## src/rtl/attopu_pkg.sv

```systemverilog
// Shared definitions for the attopu core: fetch FSM state encoding,
// next-PC select codes and default datapath widths.
package attopu_pkg;

  localparam int unsigned PC_W_DEFAULT    = 16;
  localparam int unsigned INSTR_W_DEFAULT = 16;
  localparam int unsigned COUNT_W         = 16;

  typedef enum logic [1:0] {
    ST_BOOT  = 2'b00,
    ST_FETCH = 2'b01,
    ST_EXEC  = 2'b10,
    ST_HALT  = 2'b11
  } fetchState_e;

  localparam logic [1:0] PCSEL_INC = 2'b00;
  localparam logic [1:0] PCSEL_REL = 2'b01;
  localparam logic [1:0] PCSEL_REG = 2'b10;

endpackage

```

## src/rtl/attopu_pc_next.sv

```systemverilog
// Combinational next-PC selection: increment, pc-relative branch, or register jump.
// All arithmetic wraps modulo 2^PC_WIDTH.
module attopu_pc_next
  import attopu_pkg::*;
#(
  parameter int unsigned PC_WIDTH = PC_W_DEFAULT
) (
  input  logic [PC_WIDTH-1:0] pc,
  input  logic [1:0]          nextPCSel,
  input  logic [PC_WIDTH-1:0] branchAddr,
  input  logic [PC_WIDTH-1:0] regJump,
  output logic [PC_WIDTH-1:0] next_pc
);

  // Both 2'b10 and 2'b11 select the register jump.
  always_comb begin
    next_pc = regJump;
    if (nextPCSel == PCSEL_INC) begin
      next_pc = pc + PC_WIDTH'(1);
    end else if (nextPCSel == PCSEL_REL) begin
      next_pc = pc + branchAddr;
    end
  end

endmodule

```

## src/rtl/fetch_unit.sv

```systemverilog
// Instruction-fetch stage: owns PC, IR and retired-instruction counter, and runs
// the imem req/ack handshake. Optional halt-on-branch-to-self: ATTOPU_HALT_DETECT_EN.
module fetch_unit
  import attopu_pkg::*;
#(
  parameter int unsigned          PC_WIDTH    = PC_W_DEFAULT,
  parameter int unsigned          INSTR_WIDTH = INSTR_W_DEFAULT,
  parameter logic [PC_WIDTH-1:0]  RESET_PC    = '0
) (
  input  logic                   clk,
  input  logic                   rst_n,
  output logic                   imemReq,
  output logic [PC_WIDTH-1:0]    imemAddr,
  input  logic                   imemAck,
  input  logic [INSTR_WIDTH-1:0] imemRdata,
  output logic [INSTR_WIDTH-1:0] instruction,
  output logic                   instrValid,
  output logic [PC_WIDTH-1:0]    pc,
  input  logic                   execStall,
  input  logic [1:0]             nextPCSel,
  input  logic [PC_WIDTH-1:0]    branchAddr,
  input  logic [PC_WIDTH-1:0]    regJump,
  output logic [COUNT_W-1:0]     instrCount,
  output logic                   halted
);

  fetchState_e            state_q;
  logic [PC_WIDTH-1:0]    pc_q;
  logic [PC_WIDTH-1:0]    pc_d;
  logic [INSTR_WIDTH-1:0] ir_q;
  logic [COUNT_W-1:0]     count_q;
  logic                   req_q;
  logic                   valid_q;
  logic                   halt_q;
  logic                   selfBranch;

  attopu_pc_next #(
    .PC_WIDTH (PC_WIDTH)
  ) u_pc_next (
    .pc         (pc_q),
    .nextPCSel  (nextPCSel),
    .branchAddr (branchAddr),
    .regJump    (regJump),
    .next_pc    (pc_d)
  );

`ifdef ATTOPU_HALT_DETECT_EN
  assign selfBranch = (nextPCSel == PCSEL_REL) && (branchAddr == '0);
`else
  assign selfBranch = 1'b0;
`endif

  // Outputs are registered alongside the state so they change only with it;
  // the async reset clears imemReq immediately, even mid-fetch.
  always_ff @(posedge clk or negedge rst_n) begin
    if (!rst_n) begin
      state_q <= ST_BOOT;
      pc_q    <= RESET_PC;
      ir_q    <= '0;
      count_q <= '0;
      req_q   <= 1'b0;
      valid_q <= 1'b0;
      halt_q  <= 1'b0;
    end else begin
      case (state_q)
        ST_BOOT: begin
          state_q <= ST_FETCH;
          req_q   <= 1'b1;
        end
        ST_FETCH: begin
          if (imemAck) begin
            ir_q    <= imemRdata;
            state_q <= ST_EXEC;
            req_q   <= 1'b0;
            valid_q <= 1'b1;
          end
        end
        ST_EXEC: begin
          if (!execStall) begin
            pc_q    <= pc_d;
            count_q <= count_q + COUNT_W'(1);
            valid_q <= 1'b0;
            if (selfBranch) begin
              state_q <= ST_HALT;
              halt_q  <= 1'b1;
            end else begin
              state_q <= ST_FETCH;
              req_q   <= 1'b1;
            end
          end
        end
        default: begin
          state_q <= ST_HALT;
          req_q   <= 1'b0;
          valid_q <= 1'b0;
        end
      endcase
    end
  end

  assign imemReq     = req_q;
  assign imemAddr    = pc_q;
  assign pc          = pc_q;
  assign instruction = ir_q;
  assign instrValid  = valid_q;
  assign instrCount  = count_q;
  assign halted      = halt_q;

endmodule

```

## config.mk

```make
export PLATFORM = sky130hd
export DESIGN_NAME = fetch_unit
export DESIGN_NICKNAME = d
export VERILOG_FILES = /design/src/rtl/attopu_pkg.sv /design/src/rtl/attopu_pc_next.sv /design/src/rtl/fetch_unit.sv
export SDC_FILE = /design/constraint.sdc
export NUM_CORES = 1
export LEC_CHECK = 0
export BUFFER_PORTS_ARGS = -buffer_cell sky130_fd_sc_hd__buf_4
export CAP_MARGIN = 15
export CORE_AREA = 2 2 96 98
export DETAILED_ROUTE_END_ITERATION = 12
export DIE_AREA = 0 0 98 100
export GPL_ROUTABILITY_DRIVEN = 0
export PLACE_DENSITY = 0.67
export SLEW_MARGIN = 20
export SYNTH_ARGS = -nofsm -noshare
export SYNTH_HDL_FRONTEND = slang
export SYNTH_SLANG_ARGS = --single-unit
```

## constraint.sdc

```tcl
create_clock -name clk -period 3.2 [get_ports clk]
set_input_delay 0.16 -clock clk [delete_from_list [all_inputs] [get_ports clk]]
set_output_delay 0.16 -clock clk [all_outputs]
set_load 0.05 [all_outputs]
```

==> results.txt <==
DR WL/cell - 15.2 um
I/O pin cnt - 121
Area Overhead vs Synth - 28.9%
hpwl dp - 6840 um
Sw Ratio - 52.7%
Pins Over Slew Limit - 0
TritonCTS clock tree - built
Diodes inserted - 0
antenna violations before repair - 0
Synth top cells by count - dfrtp_1, nand2_1, a21oi_1, o21ai_0, nor2_1
share of the synthesized area in the top cell type - 38.3%
final WL - 8820 um
crit path time final - 2.51 ns
die footprint - 9800 um^2
Setup Skew - 0.00523 ns
Synth Instances - 369
clock-pin slew on the worst setup and hold paths - 0.10 ns
crit-path cells - ha_1 -> fa_1 -> a21o_1 -> nand4_1 -> nand2_1 -> a41oi_1 -> mux2_2 -> o21ai_0
P_int - 0.00175 W
asr flop ratio synth - 100%
H-Tree Depth - 2
die height - 100 um
GRT Total Usage - 18.3%
share of cells above drive strength 1 - 32.7%
Port Buf Inserts - 119
first-pass GRT wire length - 14800 um
main area contributors after synthesis - dfrtp_1, ha_1, mux2_2, a21oi_1, nand2_1
Initial Utilization - 38.2%
RSZ-0062 raised after global routing - no
CP required - 3.43 ns
Num Clock Sinks - 52
endpoints failing hold - 0
largest net degree at the start of global routing - 53
combinational fraction of design power - 60.6%
YS warnings - 0
syn nets - 441
most frequent cell after synthesis - dfrtp_1
latest clock arrival within the worst-skew pair - 0.30 ns
Fmax - 0.399 GHz
detailed-route DRC error count - 0
Top FF cell, synth - dfrtp_1
vias per cell - 5.40
leakage power - 2.17 nW
Post CTS Setup Buffer Count - 0
Yosys top cell by area - dfrtp_1
sequential area share after synthesis - 38.3%
crit path max-delay cell type - dfrtp_1
sequential cell fraction of total power - 29.1%
Crit Path Max Fanout - 7
dpl cell area - 4280 um^2
TritonCTS buffer count - 5
register bit count reported by yosys - 52
type of the worst setup path - flop to flop
Die Wd - 98 um
min-delay worst type - input port to flop
post-layout util - 49.2%
drt initial violations - 96
Largest stage delay, worst path - 0.48 ns
Peak supply drop - 0.464 mV
GRT overflow - 0
outcome - complete, no violations
WP data arrival - 2.74 ns
Post-synth EDFFs - 0
number of global-route vias before repair - 3112
Setup TNS - 0 ns
Antenna Nets Post-Route - 0
Avg Cell Area, Syn - 9.20 um^2
Root Driver - clkbuf_8
Slew HR - 55.1%
Mapped Area - 3390 um^2
critical path launch point type - flop
number of max-cap violations - 0
# setup viols final - 0
total number of vias - 3140
pwr dens - 845 nW/um^2
Worst-Margin Slew - 0.673 ns
Crit path max-delay family - compound AO/OA/AOI/OAI gates
drt pass-1 iters - 4
Period Utilization, post-route - 78.3%
placement row count - 35
worst path buffer plus inverter count - 0
Core ar. - 8890 um^2
Switch Pwr - 0.00195 W
Crit. End Element - flop
Clk pwr share - 10.3%
Net count, final - 542
Final Instance Area - 4380 um^2
clock buffer depth - 2
Netlist cell types - 59
## worst register-to-register path, stage by stage (launching register included)
cell and delay [ns]:
dfrtp_1 0.48, ha_1 0.28, fa_1 0.41, a21o_1 0.22, nand4_1 0.11, nand2_1 0.11, a41oi_1 0.33, mux2_2 0.37
o21ai_0 0.14
## layer usage
layer	GRT usage [%]	vias up	wire, um
li1	-	1527	-
met4	5.24	0	138
met3	3.55	13	663
met2	30.8	135	4210
met5	0	-	0
met1	24.0	1465	3810
## final cells by class
cell class              count  area (um^2)
clock buffers               6         72.6
clock inverters             2         16.3
fillers                   862         4510
inverters                   9         33.8
multi-input cells         280         1890
flip-flops and latches     52         1300
well taps                 111          139
repair buffers            122          918
## kinds of logic (layout without fill, tap and decap cells)
kind of cell / Yosys count / after routing / share of synthesized area (%)
AO/OA/AOI/OAI: 103 / 103 / 19.2
XOR/XNOR: 25 / 25 / 6.45
adder cells (fa/ha/maj): 18 / 18 / 6.86
buffers and inverters: 37 / 139 / 6.01
flip-flops: 52 / 52 / 38.3
multiplexers: 19 / 19 / 6.23
other: 1 / 1 / 0.110
AND/OR/NAND/NOR: 114 / 114 / 16.8
## layout by cell type (no fill, tap or decap), types with 2 or more instances in the layout
cell type / n
nor2_1: 22
inv_1: 8
and4_1: 2
dfrtp_1: 52
nand3_1: 11
a31oi_1: 6
mux2_2: 17
nor2b_1: 2
a22o_1: 2
o21ai_0: 26
a21o_1: 12
a32o_1: 2
o221ai_1: 2
a222oi_1: 2
xnor2_1: 12
o211ai_1: 2
a211oi_1: 2
a21boi_0: 2
nand4_1: 5
nand2_1: 40
ha_1: 17
or2_2: 5
and3_1: 6
and2_1: 2
clkbuf_8: 5
nor4_1: 4
nand3_2: 2
nor3_1: 3
xor2_1: 13
a21oi_1: 31
mux2i_1: 2
buf_4: 121
or3_1: 2
## power groups by stage
| stage | combinational [W] | clock, W | sequential [W] |
|---|---|---|---|
| 2_1_floorplan | 0.00108 | 0 | 0.00166 |
| 3_3_place_gp | 0.00222 | 0 | 0.00107 |
| 3_5_place_dp | 0.00224 | 0 | 0.00109 |
| 4_1_cts | 0.00225 | 0.000397 | 0.00107 |
| 5_1_grt | 0.00240 | 0.000421 | 0.00111 |
| 6_report | 0.00224 | 0.000379 | 0.00108 |
## final timing paths
check                                    start  cells past startpoint  slack (ns)        endpoint
min in group asynchronous                rst_n                      2        0.41  instruction[1]
worst min register to register  instrCount[15]                      1        0.49  instrCount[15]
worst max-delay path               imemAddr[0]                      8        0.69    imemAddr[14]
worst min-delay path              imemRdata[7]                      2        0.08  instruction[7]
worst max register to register     imemAddr[0]                      8        0.69    imemAddr[14]
max in group asynchronous                rst_n                      2        2.32     imemAddr[6]
## per-stage QoR
stage / std cells / setup slack [ns] / power [W] / hold slack, ns
after floorplan: 369 / 0.653 / 0.00274 / -0.136
after global placement: 573 / 0.798 / 0.00330 / 0.246
after detailed placement: 573 / 0.739 / 0.00333 / 0.249
after CTS: 582 / 0.700 / 0.00372 / 0.0698
after global routing: 582 / 0.474 / 0.00393 / 0.0614
final: 582 / 0.694 / 0.00370 / 0.0812
## flip-flops by register name, summed over array words and instances, names as in the netlist
name / cells
imemAddr: 16
instrCount: 16
instruction: 16
state_q: 2
imemReq: 1
instrValid: 1
## repair_timing
action	in CTS	in global routing
endpoints found under the hold margin	52	0
gates resized for setup	0	0
hold buffers	1	0
Power figures use the tool's default switching activity.
